--- src/rtl/instr_mem_loader.sv ---
// instr_mem_loader: downloads a length-prefixed, XOR-checksummed byte stream into instruction memory
// Ports: clk, rst (async active-low); load_start, byte_data, byte_valid in, byte_ready out (handshake);
//   imem_wr_en, imem_addr, imem_wr_data drive the memory write port; cpu_rst, load_done, load_err report status.
module instr_mem_loader #(
  parameter int WORD_LEN      = 32,
  parameter int IMEM_DEPTH    = 1024,
  parameter int IMEM_ADDR_LEN = 10
) (
  input  logic                     clk,
  input  logic                     rst,
  input  logic                     load_start,
  input  logic [7:0]               byte_data,
  input  logic                     byte_valid,
  output logic                     byte_ready,
  output logic                     imem_wr_en,
  output logic [IMEM_ADDR_LEN-1:0] imem_addr,
  output logic [WORD_LEN-1:0]      imem_wr_data,
  output logic                     cpu_rst,
  output logic                     load_done,
  output logic                     load_err
);
  typedef enum logic [2:0] {IDLE, LEN_HI, LEN_LO, DATA, CHECK, DONE, ERROR} state_t;
  state_t            state, state_nx;
  logic              rdy;
  logic              acc;
  logic              last_word;
  logic [7:0]        len_hi;
  logic [15:0]       len;
  logic [15:0]       len_nx;
  logic [15:0]       word_cnt;
  logic [1:0]        byte_cnt;
  logic [7:0]        chk;
  logic [WORD_LEN-9:0] word;
  // a restart pulse masks the handshake so a coincident byte is never consumed
  assign byte_ready = rdy & ~load_start;
  assign acc        = byte_valid & byte_ready;
  assign len_nx     = {len_hi, byte_data};
  assign last_word  = word_cnt == len - 16'd1;
  always_comb begin
    state_nx = state;
    if (load_start) state_nx = LEN_HI;
    else if (acc)
      case (state)
        LEN_HI:  state_nx = LEN_LO;
        LEN_LO:  state_nx = len_nx == 16'd0 ? CHECK : {16'd0, len_nx} > 32'(IMEM_DEPTH) ? ERROR : DATA;
        DATA:    state_nx = byte_cnt == 2'd3 && last_word ? CHECK : DATA;
        CHECK:   state_nx = byte_data == chk ? DONE : ERROR;
        default: state_nx = state;
      endcase
  end
  // status outputs are registered from the next state so they line up with it
  always_ff @(posedge clk or negedge rst) begin
    if (!rst) begin
      state        <= IDLE;
      rdy          <= 1'b0;
      cpu_rst      <= 1'b1;
      load_done    <= 1'b0;
      load_err     <= 1'b0;
      imem_wr_en   <= 1'b0;
      imem_addr    <= '0;
      imem_wr_data <= '0;
      len_hi       <= '0;
      len          <= '0;
      word_cnt     <= '0;
      byte_cnt     <= '0;
      chk          <= '0;
      word         <= '0;
    end else begin
      state      <= state_nx;
      rdy        <= state_nx inside {LEN_HI, LEN_LO, DATA, CHECK};
      cpu_rst    <= state_nx != DONE;
      load_done  <= state_nx == DONE;
      load_err   <= state_nx == ERROR;
      imem_wr_en <= 1'b0;
      if (load_start) begin
        imem_addr <= '0;
        word_cnt  <= '0;
        byte_cnt  <= '0;
        chk       <= '0;
        word      <= '0;
      end else if (acc) begin
        if (state == LEN_HI) len_hi <= byte_data;
        if (state == LEN_LO) len <= len_nx;
        if (state == DATA) begin
          word     <= {word[WORD_LEN-17:0], byte_data};
          chk      <= chk ^ byte_data;
          byte_cnt <= byte_cnt + 2'd1;
          if (byte_cnt == 2'd3) begin
            imem_wr_en   <= 1'b1;
            imem_wr_data <= {word, byte_data};
            imem_addr    <= word_cnt[IMEM_ADDR_LEN-1:0];
            word_cnt     <= word_cnt + 16'd1;
          end
        end
      end
    end
  end
endmodule

--- config.mk ---
export PLATFORM = sky130hd
export DESIGN_NAME = instr_mem_loader
export DESIGN_NICKNAME = d
export VERILOG_FILES = /design/src/rtl/instr_mem_loader.sv
export SDC_FILE = /design/constraint.sdc
export NUM_CORES = 1
export LEC_CHECK = 0
export ABC_AREA = 1
export BUFFER_PORTS_ARGS = -buffer_cell sky130_fd_sc_hd__buf_2
export CAP_MARGIN = 20
export CELL_PAD_IN_SITES_DETAIL_PLACEMENT = 1
export CELL_PAD_IN_SITES_GLOBAL_PLACEMENT = 2
export CORE_MARGIN = 2
export CORE_UTILIZATION = 39
export CTS_BUF_LIST = sky130_fd_sc_hd__clkbuf_16
export DETAILED_ROUTE_END_ITERATION = 7
export PLACE_DENSITY_LB_ADDON = 0.1
export SLEW_MARGIN = 40
export SYNTH_ARGS = -nofsm -noshare
export SYNTH_HDL_FRONTEND = slang
export SYNTH_SLANG_ARGS = --single-unit
export TNS_END_PERCENT = 1
--- constraint.sdc ---
create_clock -name clk -period 4.4 [get_ports clk]
set_input_delay 0.88 -clock clk [delete_from_list [all_inputs] [get_ports clk]]
set_output_delay 0.88 -clock clk [all_outputs]
set_load 0.02 [all_outputs]
Word-level counts from Yosys, hierarchy flattened
Index checks and enable logic that the tools add are counted.

Latch bits: 0. Output and inout port bits: 47. Memory bits (writable): 0. Bits of input ports: 12. Logic and storage cells: 75. Register bits: 124. Memories kept: 0. Bits in read-only memories: 0.

$lt $le $gt $ge: 1. $add $sub $neg: 3. Divide/modulo/power cells: 0. Reductions and logical operators: 11. Shift operators: 0. Multipliers: 0. Eq/ne operators: 14. Bitwise operators: 4. Multiplexer cells: 28.

Operators by type and width (number): 24-bit 2-to-1 mux (3); 16-bit 2-to-1 mux (4); 10-bit 2-to-1 mux (4); 8-bit 2-to-1 mux (3); 16-bit by 1-bit adder with 16-bit output (second input constant) (1); 16-bit equality test (1); 16-bit by 11-bit greater-than comparator with 1-bit output (second input constant) (1); 16-bit zero test (1); 16-bit by 1-bit subtractor with 16-bit output (second input constant) (1); 3-bit 2-to-1 mux (5); 3-bit by 2-bit equality test with 1-bit output (second input constant) (4); 3-bit equality test (second input constant) (4); 3-bit one-hot mux with 4 select lines (1); 3-bit AND reduction (3); 8-bit equality test (1); 2-bit 2-to-1 mux (4); 8-bit bitwise XOR (1); 3-bit by 1-bit equality test with 1-bit output (second input constant) (2); 2-bit nonzero test (3); 1-bit 2-to-1 mux (4); 4-bit AND reduction (1); 4-bit nonzero test (1); 3-bit != test (second input constant) (1); 2-bit by 1-bit adder with 2-bit output (second input constant) (1); other kinds (5) (6).

Longest topological paths before layout
Gate-level depths: netlist of the first run.

Depth after elaboration: 9. Depth in mapped cells: 19. Mapped depth without buffers: 19.

Worst setup path before layout of the first run
OpenSTA, ideal clock, no wires.

Path kind: input port to flip-flop. Start: input port load_start. End: register word_cnt[15]. Path slack: 1.946 ns. Data arrival time: 2.377 ns. Data required time: 4.323 ns. Setup time: 0.077 ns. Stages: 14. Path buffers: 1. Cell sequence: buf_6 > nor2_8 > nand2_4 > nor2_8 > nand2_4 > nand2_4 > nand2_2 > nor3_4 > nand2_2 > nor3_4 > nand2_1 > nor2_1 > o21ai_1 > a21oi_1.

Cells in the longest elaborated chain, start to end: 5. Elaborated cells on any way between the ends: 8. Classes of those cells: mux (1); bitwise (3); reduce/logical (4).

RTL lines: start, declared (RTL line 11) `input logic load_start,`; 1-bit inverter (no source line); 1-bit AND (RTL line 35) `assign byte_ready = rdy & ~load_start;`; via byte_ready (RTL line 14) `output logic byte_ready,`; 1-bit AND (RTL line 36) `assign acc = byte_valid & byte_ready;`; 2-bit nonzero test (no source line); 3-bit AND reduction (no source line); end signal, assigned (RTL line 92) `word_cnt <= word_cnt + 16'd1;`; end, declared (RTL line 30) `logic [15:0] word_cnt;`.

The timed path passes the listed nets, and every way through them passes these cells. A chain may end at the register's enable or synchronous reset.

Worst setup path after layout of the first run
Start: input port load_start. End: register word[13].

Cells in the longest elaborated chain, start to end: 5. Elaborated cells on any way between the ends: 7. Classes of those cells: mux (1); bitwise (3); reduce/logical (3).

RTL lines: 1-bit inverter (no source line); 1-bit AND (RTL line 35); 1-bit AND (RTL line 36); 2-bit nonzero test (no source line); 2-bit AND reduction (no source line); end signal, assigned (RTL line 85) `word <= {word[WORD_LEN-17:0], byte_data};`; end, declared (RTL line 33) `logic [WORD_LEN-9:0] word;`.

Parallel ways exist; a longest one is shown, timed or not.

==> results of run 1 <==
cell type report:
type                    instances  area, sq um
fillers                      1746         7700
flip-flops and latches        124         3100
multi-input cells             432         2200
clock buffers                  17          425
repair buffers                 63          334
inverters                      85          319
well taps                     184          230
clock inverters                13          114
Yosys cell counts, drive strengths merged (2+ instances only):
cell type	count	share of area, %
nor4	3	0.33
buf	2	0.28
a21oi	28	2.7
nand3	40	3.7
clkinv	2	0.13
xnor2	5	0.77
xor2	20	3.1
o21ai	80	7.0
dfrtp	123	54
nor2	55	4.4
inv	83	5.5
o22ai	10	1.1
nand2	160	11
ha	3	0.66
a211oi	2	0.26
clkbuf	20	1.3
nand4	7	0.77
nor3	10	1.3
critical path, delay by kind of cell:
| family | cells | cell delay, ps |
|---|---|---|
| AND/OR/NAND/NOR | 4 | 1190 |
| AO/OA/AOI/OAI | 1 | 190 |
| buffers and inverters | 2 | 500 |
sequential cells by signal, summed over array words and instances, names as in the netlist, 2 cells and up:
name          count
chk               8
word_cnt         16
byte_cnt          2
state             3
len              16
imem_addr        10
len_hi            8
word             24
imem_wr_data     32
power by group through the flow:
stage	registers [uW]	clock network, uW	logic (uW)
after CTS	1410	1330	657
after detailed placement	1420	0	650
final	1400	1300	645
after floorplan	1390	0	477
after global placement	1420	0	626
after global routing	1430	1380	743
kinds of logic after synthesis:
| group | Yosys count | share of synthesized area [%] |
|---|---|---|
| XOR/XNOR | 26 | 4.23 |
| AND/OR/NAND/NOR | 279 | 22.0 |
| multiplexers | 1 | 0.197 |
| adder cells (fa/ha/maj) | 3 | 0.657 |
| AO/OA/AOI/OAI | 123 | 11.4 |
| buffers and inverters | 107 | 7.19 |
| flip-flops | 124 | 54.4 |
stage by stage:
stage / hold slack, ps / power, uW / instance area [sq um] / std cells
6_report: 476 / 3340 / 6730 / 918
5_1_grt: 498 / 3550 / 6730 / 918
4_1_cts: 482 / 3390 / 6730 / 918
3_5_place_dp: 468 / 2070 / 6190 / 888
3_3_place_gp: 460 / 2050 / 6180 / 888
2_1_floorplan: 450 / 1870 / 5710 / 663
routing by layer:
metal / wire [um] / part of all wire [%]
met2: 6940 / 48
met5: 0 / 0
met4: 238 / 1.6
met3: 342 / 2.3
met1: 7060 / 48
worst paths after layout:
check / end / slack, ps / from / depth (start not counted)
max: word[13] / 1880 / load_start / 7
min: imem_wr_data[1] / 480 / imem_wr_data[1] / 2
max reg2reg: rdy / 1890 / len[0] / 15
min reg2reg: imem_wr_data[1] / 480 / imem_wr_data[1] / 2
max in group asynchronous: imem_wr_data[28] / 3110 / rst / 2
min in group asynchronous: imem_wr_data[25] / 490 / rst / 1
==> out/qor.txt, run 1 <==
fmax: 397 MHz
Antenna Nets Post-Route: 0
CTS Buffer Depth: 2
commonest register cell after synthesis: dfrtp_1
Cell Area, Synth: 0.00571 sq mm
CTS Sinks: 124
most frequent cells in the layout: nand2_1, dfrtp_1, inv_1
setup_tns: 0 ps
Detailed Route WL: 14,600 um
Worst EP required: 4660 ps
vias in the first global route: 4,966
Post-Syn Nets: 678
commonest non-fill, non-tap cell in the layout: nand2_1
Rows: 44
routed vias/inst: 4.97
synth unique cells: 39
Slew Viols, Final: 0
grt peak-use layer: met2
met2 Use GR: 32.5%
status: finished, final reports clean
Period Utilization, post-route: 57.3%
Period minus WS final: 2520 ps
gr usage total: 20.1%
CP max FO: 26
fin util: 46.6%
clk_skew: 8.30 ps
Startpoint Class: input pin
Internal: 2310 uW
post-CTS resize count: 0
Post-CTS Hold Buffers: 0
largest net degree at the start of global routing: 81
Starting Density: 39.6%
initial antenna violation count: 0
Die Area: 0.0156 sq mm
VDD IR max: 0.262 mV
H-tree Lvls: 4
CTS tree: built
CP max-delay cell: nand2_1
clock buffer count from CTS: 17
RePlAce Congestion: 0.811
die width: 125 um
crit path setup slack, layout: 1880 ps
Synth Register Bits: 124
total number of vias: 4,563
number of synthesized flops with an enable pin: 0
RSZ-0062 raised after global routing: no
critical path cell sequence: buf_2 -> nor2_8 -> nand2_4 -> nor2_8 -> inv_2 -> nand2_1 -> o21ai_0
first-pass GRT wire length: 25,000 um
layout cells sized above 1: 14.9%
combinational share of power: 19.3%
root buf cell: clkbuf_16
DRC: 0
kind of end point of the critical path: register
post-synthesis cell count: 663
Largest stage delay, worst path: 640 ps
drt pass-1 iters: 4
Worst Path Arrival: 2780 ps
PwrDens: 497 mW/mm^2
post-DP HPWL: 10,400 um
IO Pins: 59
Final #Nets: 738
grt met3 use: 3.77%
relative max-transition margin: 51.2%
P_leak: 0.00341 uW
Worst-Margin Slew: 731 ps
Port Buf Inserts: 58
# Max-Cap Violations: 0
Crit Path Class: input pin to register
Setup violations, final: 0
Flop pwr share: 41.9%
Die Y: 125 um
Post-CTS Setup Bufs: 0
DRT iter0 DRCs: 198
Congestion Overflow GR: 0
Hold Crit Class: register to register
core area: 0.0144 sq mm
Net Switching: 1030 uW
Avg Inst Size Synth: 8.61 sq um
Clock power frac: 38.8%
switching share of power: 30.9%
clock slew at the register clock pins of the worst setup and hold paths: 50 ps
sequential area share after synthesis: 54.4%
# diodes: 0
Async SR Flop Fraction: 100%
dpl ws: 1480 ps
WL/cell: 15.9 um
worst skew pair latency: 420 ps
Hold Fails Final Rpt: 0
GR Util met1: 26.8%
most used cell, CP: nor2_8
YS warnings: 0
Layout area overhead: 17.8%
Note: power is estimated with default switching activity, not from simulation.
==> inputs of run 2 (changes only) <==
CORE_UTILIZATION = 32   (was 39)
clock period = 2.3 ns   (was 4.4 ns; I/O delays follow)
==> run 2 against run 1 <==
Sequential power grew 95%. Worst hold slack worse by 150 ps. Combinational power is 150% higher. Cell count rose by 7.7%. Register-to-register slack worse by 1800 ps. Die area grew 21%. Via count up 2.7%. Global-route usage shrank 1.8 points. Critical path depth increased by 9. Count of clock-buffer cells in the layout did not move. Setup slack worse by 1800 ps. Critical endpoint is now rdy.
==> out/qor.txt, run 2 (same netlist as run 1, synthesis figures left out) <==
Port Buf Inserts: 58
total number of vias: 4,688
Hold Fails Final Rpt: 0
fmax: 448 MHz
Die Area: 0.0189 sq mm
Detailed Route WL: 15,900 um
core area: 0.0174 sq mm
largest net degree at the start of global routing: 73
DRT iter0 DRCs: 185
Setup violations, final: 0
post-DP HPWL: 11,300 um
Worst-Margin Slew: 634 ps
die width: 138 um
Crit Path Class: register to register
dpl ws: -189 ps
PwrDens: 998 mW/mm^2
first-pass GRT wire length: 26,300 um
CTS Buffer Depth: 2
commonest non-fill, non-tap cell in the layout: nand2_1
RSZ-0062 raised after global routing: yes
setup_tns: 0 ps
Die Y: 138 um
drt pass-1 iters: 4
Non-Filler Instances: 989
Antenna Nets Post-Route: 0
Regs by FF count: imem_wr_data: 32 flops, word: 24 flops
CTS tree: built
clock buffer count from CTS: 17
Fill cells: 2,041
Rows: 48
layout cells sized above 1: 22.8%
DRC: 0
kind of end point of the critical path: register
VDD IR max: 0.629 mV
RePlAce Congestion: 0.863
clock slew at the register clock pins of the worst setup and hold paths: 60 ps
Worst EP required: 2610 ps
crit path setup slack, layout: 67.8 ps
Congestion Overflow GR: 0
root buf cell: clkbuf_16
clk_skew: 8.04 ps
# diodes: 0
Total Power: 7250 uW
Slew Viols, Final: 0
CTS Sinks: 124
Hold Crit Class: input pin to register
Starting Density: 32.9%
Final #Nets: 766
Largest Register: imem_wr_data
Startpoint Class: register
relative max-transition margin: 57.7%
WL/cell: 16.1 um
status: finished, final reports clean
H-tree Lvls: 4
most frequent cells in the layout: nand2_1, dfrtp_1, inv_1
worst skew pair latency: 420 ps
Largest register FFs: 32
Layout area overhead: 27.1%
gr usage total: 18.3%
# Max-Cap Violations: 0
DP Cell Count: 947
Period minus WS final: 2230 ps
vias in the first global route: 5,058
fin util: 41.8%
Worst Path Arrival: 2540 ps
CP max FO: 4
IO Pins: 59
Period Utilization, post-route: 97.1%
routed vias/inst: 4.74
initial antenna violation count: 0
P_leak: 0.00360 uW
## run 2: cell count changes in the layout (fill, tap and decap cells not counted), moves of 3 or more
| cell | delta |
|---|---|
| buf_4 | +25 |
| nor2_1 | -12 |
| nor2_4 | +8 |
| nand2_1 | -7 |
| inv_1 | -6 |
| nand2_2 | +6 |
| nor2_2 | +4 |
| a21oi_1 | -3 |
| clkinv_1 | -3 |
| clkinv_4 | +3 |
## run 2: final timing paths
| check | slack, ps | to | cells after the start | start |
|---|---|---|---|---|
| max | 70 | rdy | 16 | len[7] |
| min reg2reg | 480 | imem_addr[0] | 2 | imem_addr[0] |
| min in group asynchronous | 510 | imem_wr_data[25] | 2 | rst |
| max in group asynchronous | 1110 | word_cnt[12] | 3 | rst |
| min | 320 | len[2] | 3 | byte_data[2] |
| max reg2reg | 70 | rdy | 16 | len[7] |
## run 2: per-layer routing
layer | up-vias | track usage, % | part of all wire (%) | wire length, um
li1 | 2305 | - | - | -
met1 | 2301 | 24.6 | 49 | 7730
met2 | 64 | 29.1 | 47 | 7430
met3 | 18 | 4.42 | 3.4 | 545
met4 | 0 | 5.67 | 1.3 | 214
met5 | - | 0 | 0 | 0
## run 2: worst max-delay path, stage by stage (launching register included)
cell,delay [ps]
dfrtp_2,470
nor2_4,170
nand2_1,100
nor2_1,180
nand2_1,80
nand2_1,60
nand2_1,50
nor2_1,90
nand2_1,80
nor2_2,150
nand3_1,110
nand2_2,150
nand2_2,90
a21oi_4,170
nand2_1,80
nand2_1,60
nand2_1,50
## run 2: per-stage QoR
stage	instance area (sq um)	hold slack, ps
after floorplan	5710	164
after global placement	6400	409
final	7260	324
after global routing	7260	340
after CTS	7080	303
after detailed placement	6400	412
## run 2: layout make-up
class                           instances  area (sq um)  area share (%)
Sequential cell                       124          3110            42.8
Timing Repair Buffer                   91           572            7.88
Multi-Input combinational cell        432          2340            32.3
Clock inverter                         15           214            2.95
Clock buffer                           17           425            5.86
Inverter                               85           319            4.39
Tap cell                              225           282            3.88
## run 2: what timing repair did
item | in CTS | in global routing
hold endpoints to repair | 23 | 0
setup buffers | 1 | 8
pin swaps | 2 | 9
resized for setup | 8 | 36
setup endpoints to repair | 5 | 7
hold buffers | 1 | 0
## run 2: where the power goes
part / leakage (uW) / switching [uW] / internal, uW
combinational: 0.00163 / 961 / 639
sequential: 0.00167 / 285 / 2440
clock: 0.000304 / 1080 / 1840
